[src/rtl/arith_pkg.sv]
// Shared arithmetic-library definitions: FSM state encodings and default operand width.
package arith_pkg;

    localparam int ARITH_W = 8;

    typedef enum logic [1:0] {
        ST_IDLE  = 2'd0,
        ST_SHIFT = 2'd1,
        ST_DONE  = 2'd2
    } state_t;

endpackage

[src/rtl/serial_subtractor_cell.sv]
// One-bit full subtractor: difference and borrow-out for a - b - bin.
module full_subtractor_cell (
    input  logic a,
    input  logic b,
    input  logic bin,
    output logic d,
    output logic bout
);

    assign d    = a ^ b ^ bin;
    assign bout = (~a & b) | (~(a ^ b) & bin);

endmodule

[src/rtl/serial_subtractor.sv]
// Bit-serial LSB-first subtractor: computes A - B one bit per clock with a registered
// borrow, streaming each difference bit and presenting the parallel result on completion.
module serial_subtractor
    import arith_pkg::*;
#(
    parameter int WIDTH = ARITH_W
) (
    input  logic             CLK,
    input  logic             RST,
    input  logic             START,
    input  logic [WIDTH-1:0] A,
    input  logic [WIDTH-1:0] B,
    output logic             BUSY,
    output logic             D_BIT,
    output logic             D_VALID,
    output logic [WIDTH-1:0] DIFF,
    output logic             Bout,
    output logic             DONE
);

    localparam int              CNT_W    = $clog2(WIDTH) + 1;
    localparam logic [CNT_W-1:0] CNT_LAST = CNT_W'(WIDTH - 1);

    state_t             state_r;
    state_t             state_s;
    logic [WIDTH-1:0]   a_r;
    logic [WIDTH-1:0]   b_r;
    logic [WIDTH-1:0]   res_r;
    logic [WIDTH-1:0]   diff_r;
    logic [CNT_W-1:0]   cnt_r;
    logic               br_r;
    logic               busy_r;
    logic               valid_r;
    logic               done_r;
    logic               bout_r;
    logic               d_s;
    logic               bout_s;
    logic               last_s;

    full_subtractor_cell u_cell (
        .a    (a_r[0]),
        .b    (b_r[0]),
        .bin  (br_r),
        .d    (d_s),
        .bout (bout_s)
    );

    assign last_s = (cnt_r == CNT_LAST);

    // Next-state logic; the unused encoding falls back to IDLE.
    always_comb begin
        state_s = ST_IDLE;
        case (state_r)
            ST_IDLE: begin
                if (START) begin
                    state_s = ST_SHIFT;
                end else begin
                    state_s = ST_IDLE;
                end
            end
            ST_SHIFT: begin
                if (last_s) begin
                    state_s = ST_DONE;
                end else begin
                    state_s = ST_SHIFT;
                end
            end
            ST_DONE: state_s = ST_IDLE;
            default: state_s = ST_IDLE;
        endcase
    end

    // State register.
    always_ff @(posedge CLK) begin
        if (RST) begin
            state_r <= ST_IDLE;
        end else begin
            state_r <= state_s;
        end
    end

    // Operand/result datapath and status flags, registered from the next state.
    always_ff @(posedge CLK) begin
        if (RST) begin
            a_r     <= '0;
            b_r     <= '0;
            res_r   <= '0;
            diff_r  <= '0;
            cnt_r   <= '0;
            br_r    <= 1'b0;
            busy_r  <= 1'b0;
            valid_r <= 1'b0;
            done_r  <= 1'b0;
            bout_r  <= 1'b0;
        end else begin
            busy_r  <= (state_s != ST_IDLE);
            valid_r <= (state_s == ST_SHIFT);
            done_r  <= (state_s == ST_DONE);
            case (state_r)
                ST_IDLE: begin
                    if (START) begin
                        a_r    <= A;
                        b_r    <= B;
                        res_r  <= '0;
                        diff_r <= '0;
                        cnt_r  <= '0;
                        br_r   <= 1'b0;
                        bout_r <= 1'b0;
                    end
                end
                ST_SHIFT: begin
                    a_r   <= {1'b0, a_r[WIDTH-1:1]};
                    b_r   <= {1'b0, b_r[WIDTH-1:1]};
                    res_r <= {d_s, res_r[WIDTH-1:1]};
                    br_r  <= bout_s;
                    cnt_r <= cnt_r + CNT_W'(1);
                    // Capture the completed word on the final shift so it is valid alongside DONE.
                    if (last_s) begin
                        diff_r <= {d_s, res_r[WIDTH-1:1]};
                        bout_r <= bout_s;
                    end
                end
                default: begin
                end
            endcase
        end
    end

    assign BUSY    = busy_r;
    assign D_VALID = valid_r;
    assign D_BIT   = valid_r & d_s;
    assign DONE    = done_r;
    assign DIFF    = diff_r;
    assign Bout    = bout_r;

endmodule

[config.mk]
export PLATFORM = sky130hd
export DESIGN_NAME = serial_subtractor
export DESIGN_NICKNAME = d
export VERILOG_FILES = /design/src/rtl/arith_pkg.sv /design/src/rtl/serial_subtractor_cell.sv /design/src/rtl/serial_subtractor.sv
export SDC_FILE = /design/constraint.sdc
export NUM_CORES = 1
export LEC_CHECK = 0
export ABC_AREA = 1
export BUFFER_PORTS_ARGS = -buffer_cell sky130_fd_sc_hd__buf_4
export CAP_MARGIN = 20
export CORE_MARGIN = 5
export CORE_UTILIZATION = 40
export CTS_CLUSTER_DIAMETER = 40
export CTS_CLUSTER_SIZE = 16
export DETAILED_ROUTE_END_ITERATION = 10
export GPL_TIMING_DRIVEN = 1
export HOLD_SLACK_MARGIN = 0.1
export PLACE_DENSITY = 0.59
export REMOVE_ABC_BUFFERS = 1
export SYNTH_ARGS = -nofsm -noshare
export SYNTH_HDL_FRONTEND = slang
export SYNTH_HIERARCHICAL = 1
export SYNTH_SLANG_ARGS = --single-unit
[constraint.sdc]
create_clock -name CLK -period 1.6 [get_ports CLK]
set_input_delay 0.16 -clock CLK [delete_from_list [all_inputs] [get_ports CLK]]
set_output_delay 0.16 -clock CLK [all_outputs]
set_load 0.1 [all_outputs]
# == Word-level counts from Yosys, hierarchy flattened ==
# Cells that the tools add are included.
# classes
bitwise_logic,8
eq_ne,6
n_reduce_logical,5
mux,17
addsub,1
# ops
op,count
$pmux 8 s2,4
$mux 8,4
$pmux 4 s2,1
$add 4x1->4 const B,1
$eq 2x1->1 const B,2
$eq 4x3->1 const B,1
$mux 4,1
$ne 2x2->1 const B,2
$pmux 1 s2,2
$pmux 2 s2,1
$reduce_bool 2->1,2
$and 1x1->1,3
$mux 1,3
$reduce_and 3->1,1
$eq 2x2->1 const B,1
$logic_not 2->1,1
$mux 2,1
$not 1->1,2
$reduce_and 2->1,1
$xor 1x1->1,2
$or 1x1->1,1
# word_totals
out_inout_bits,13
regBits,43

# == Logic depth before layout (Yosys ltp) ==
# depth
depth_word,6
ltp_mapped,8
mapped_depth_nobuf,7

# == Cells and area by module ==
# Netlist, hierarchy kept.
# by_module_without_submodules
mod,n_inst,cells_each,area_each_um2
serial_subtractor,1,269,1820.5
full_subtractor_cell,1,4,31.3

# == Worst setup path after synthesis ==
# No wires, ideal clock.
# synth_path
kind,register to output
start,register valid_r (netlist: D_VALID)
end,output D_BIT
setup_slack_ps,-219
arrival_ps,1659
stages_incl_launch_ff,3
cell_sequence,dfxtp_1 > nand2_1 > inv_1
# synth_via
elab_chain_len,1
# synth_rtl
element,line,source
start: declaration,serial_subtractor.sv:33,logic valid_r;
start signal: assignment,serial_subtractor.sv:97,valid_r <= (state_s == ST_SHIFT);
$and 1x1->1,serial_subtractor.sv:131,assign D_BIT = valid_r & d_s;
end: declaration,serial_subtractor.sv:14,"output logic D_BIT,"
# Every way passes these cells.

# == Worst setup path in the final report ==
# layout_path
start,register br_r
end,output D_BIT
# layout_via
elab_chain_len,2
# layout_rtl
element,line,source
start: declaration,serial_subtractor.sv:31,logic br_r;
start signal: assignment,serial_subtractor.sv:115,br_r <= bout_s;
$xor 1x1->1,serial_subtractor_cell.sv:10,assign d = a ^ b ^ bin;
via d_s,serial_subtractor.sv:36,logic d_s;
$and 1x1->1,serial_subtractor.sv:131,
# The timed path passes the listed nets, and every way through them passes these cells.

==> metrics <==
r2r setup slk 0.16 ns; most frequent cells after synthesis 52 x nand2_1, 44 x nand3_1, 44 x nor2_1, 42 x dfxtp_1, 40 x inv_1; # nets final 324; Distinct cells, synth 17; sequential fraction of the synthesis area 45.4%; initial core utilization 42.0%; Worst Reg2Reg Path Length in Cells 7; Internal 0.00173 W; WP data required 1.44 ns; first-pass GRT wire length 6930 µm; TritonCTS clock tree done; Core Util, Final 51.3%; Num CTS Buffers 5; vias in the first global route 1,556; most used cell, CP inv_2; CP max-delay cell fa_1; Most used DFF post-synth dfxtp_1; Area growth, synth to finish 22.4%; Synth async-reset ratio 0%; Cell Chain, Critical Path inv_2 > fa_1 > nand2_1 > inv_2 > buf_12; compound-cell area share of the yosys netlist 7.57%; crit share post-route 103%; worst setup margin -0.0514 ns; Die ar. 6090 µm²; VDD IR max 509 µV; RR Endpoint DIFF[1]$_SDFFE_PP0P_; clock sinks 42; Die X 78.0 µm; Pre-Repair DR Iteration Count 5; Post-synth EDFFs 0; Final Wtd Congestion 0.757; Setup Viol. Count Final 1; Final Instance Count excl. Fillers 355; outcome complete, but fails checks; ranking of synthesized cells by area dfxtp_1 45%, nand3_1 12%, nand2_1 11%, nor2_1 8.9%, inv_1 8.1%; Seq pwr share 46.5%; GRT Total Usage 14.0%; CTS root buf clkbuf_8; post-synthesis mux area share 0%; Final Hold Viols 0; Switch Pwr 0.000682 W; layout cells sized above 1 18.8%; fmax 606 MHz; diode count 0; Routed WL per cell 11.3 µm; drt total wl 4030 µm; unrepaired setup endpoints after global routing true; Post-Syn Instances 273; post-route ant nets 0; failing checks negative setup slack; DR vias 1,662; port bufs 31; switch share 28.3%; DR iter-0 viols 85; final count of pins violating max slew 0; Worst Hold Path Cells 3; worst-path maximum fanout 2; yosys warns 6; cell area after synthesis 1850 µm²; Worst-path clk slew 0.08 ns; clock network power share 35.2%; Tightest Hold Check Type input pin to flop; most used standard cell by instance count after synthesis nand2_1; H-tree Lvls 2; Yosys reg bits 42; pin slew with the least headroom to its limit 0.360 ns; largest family of logic cells by synthesized area simple AND/OR/NAND/NOR gates; Fin Clk Skew 0.0124 ns; min Tclk post-route 1.65 ns; Post-DP HPWL 2710 µm; vias per cell 4.68; PD cells 1060 nW/µm²; Lkg Pwr 1.11 nW; Syn Area/Cell 6.78 µm²; Simple-Gate Fraction of Synth Area 32.4%; Hold Crit Start A[7]; CP arrival 1.49 ns; Boundary Pins 32; Die Y 78.0 µm; Adder-Cell Fraction of Synth Area 1.76%; clock buffer depth 2; Clock Latency Late Sink 0.29 ns; max_cap viols 0; largest net degree at the start of global routing 22; dominant cell type by area after synthesis dfxtp_1; Core ar. 4410 µm²; DRC viols 0; critical path type flop to output port; number of antenna violations at the first check in global routing 0; Post-CTS Setup Bufs 0; Place WS 0.0763 ns; FP Rows 24; GR Overflow Total 0; placed cells 348; Rel. slew slack 75.9%; startpoint types flop; Worst Setup End Kind output port; Comb pwr share 18.3%; Synth top area share 45.4%; post-synthesis xor/xnor area fraction 0%; hold path endpoint a_r[7]$_SDFFE_PP0P_; CP max stage delay 0.52 ns; reg2reg start cnt_r[0]$_SDFFE_PP0P_
==> kinds of logic (layout without fill, tap and decap cells) <==
logic type,after synthesis,after routing
fa+ha+maj,2,2
compound gates,27,27
flops,42,42
buf+inv,59,89
simple gates,143,143
==> metrics by stage <==
step                      power (W)  instance area [µm²]  hold slack (ns)  TNS (ns)
after global placement      0.00158                 2130            0.427         0
final                       0.00241                 2270            0.131   -0.0514
after global routing        0.00253                 2270            0.150    -0.120
after floorplan             0.00144                 1770            0.229    -0.219
after detailed placement    0.00158                 2130            0.433         0
after CTS                   0.00244                 2260            0.117   -0.0764
==> flip-flops by register name (all words and copies together) (netlist names) <==
| signal | flops |
|---|---|
| BUSY | 1 |
| Bout | 1 |
| DIFF | 8 |
| DONE | 1 |
| D_VALID | 1 |
| a_r | 8 |
| b_r | 8 |
| br_r | 1 |
| cnt_r | 4 |
| res_r | 7 |
| state_r | 2 |
==> layout make-up <==
class	count	area, µm²
flip-flops and latches	42	845
well taps	52	65.1
clock buffers	6	82.6
clock inverters	1	30.0
inverters	43	161
repair buffers	39	305
multi-input cells	172	777
fillers	458	2150
==> worst max-delay path: cells and delay by family (launching register included) <==
kind                     cells  cell delay (ns)
adder cells (fa/ha/maj)      1             0.52
buffers and inverters        3             0.28
flip-flops                   1             0.34
AND/OR/NAND/NOR              1             0.07
==> metal layers <==
layer,GRT usage [%],routed length [µm]
met1,18.0,2020
met2,22.5,1810
met3,3.55,140
met4,5.07,65
met5,0,0
==> worst max-delay path by stage <==
stage	end	slack, ns	start
floorplan	D_BIT	-0.22	D_VALID$_SDFF_PP0_
global placement	DIFF[3]$_SDFFE_PP0P_	0.15	state_r[0]$_SDFF_PP0_
detailed placement	DIFF[1]$_SDFFE_PP0P_	0.08	state_r[0]$_SDFF_PP0_
CTS	D_BIT	-0.08	br_r$_SDFFE_PP0P_
global route	D_BIT	-0.12	a_r[0]$_SDFFE_PP0P_
finish	D_BIT	-0.05	br_r$_SDFFE_PP0P_
==> layout by cell type, fill, tap and decap left out, drive strengths merged <==
cell,n
o21ai,3
a21oi,22
clkbuf,6
bufinv,1
dfxtp,42
buf,39
nand2,54
nor2,45
ha,1
a211oi,2
nand3,44
fa,1
inv,43
==> power by group through the flow <==
stage | logic (W) | registers, W | clock network (W)
2_1_floorplan | 0.000166 | 0.00128 | 0
3_3_place_gp | 0.000433 | 0.00114 | 0
3_5_place_dp | 0.000437 | 0.00115 | 0
4_1_cts | 0.000443 | 0.00112 | 0.000876
5_1_grt | 0.000476 | 0.00113 | 0.000923
6_report | 0.000441 | 0.00112 | 0.000850
==> what timing repair did <==
action / 4_1_cts / 5_1_grt
resized for setup: 8 / 1
setup endpoints to repair: 1 / 13
pin swaps: 2 / 0
hold buffers: 0 / 0
gates cloned: 0 / 0
Power figures use the tool's default switching activity.
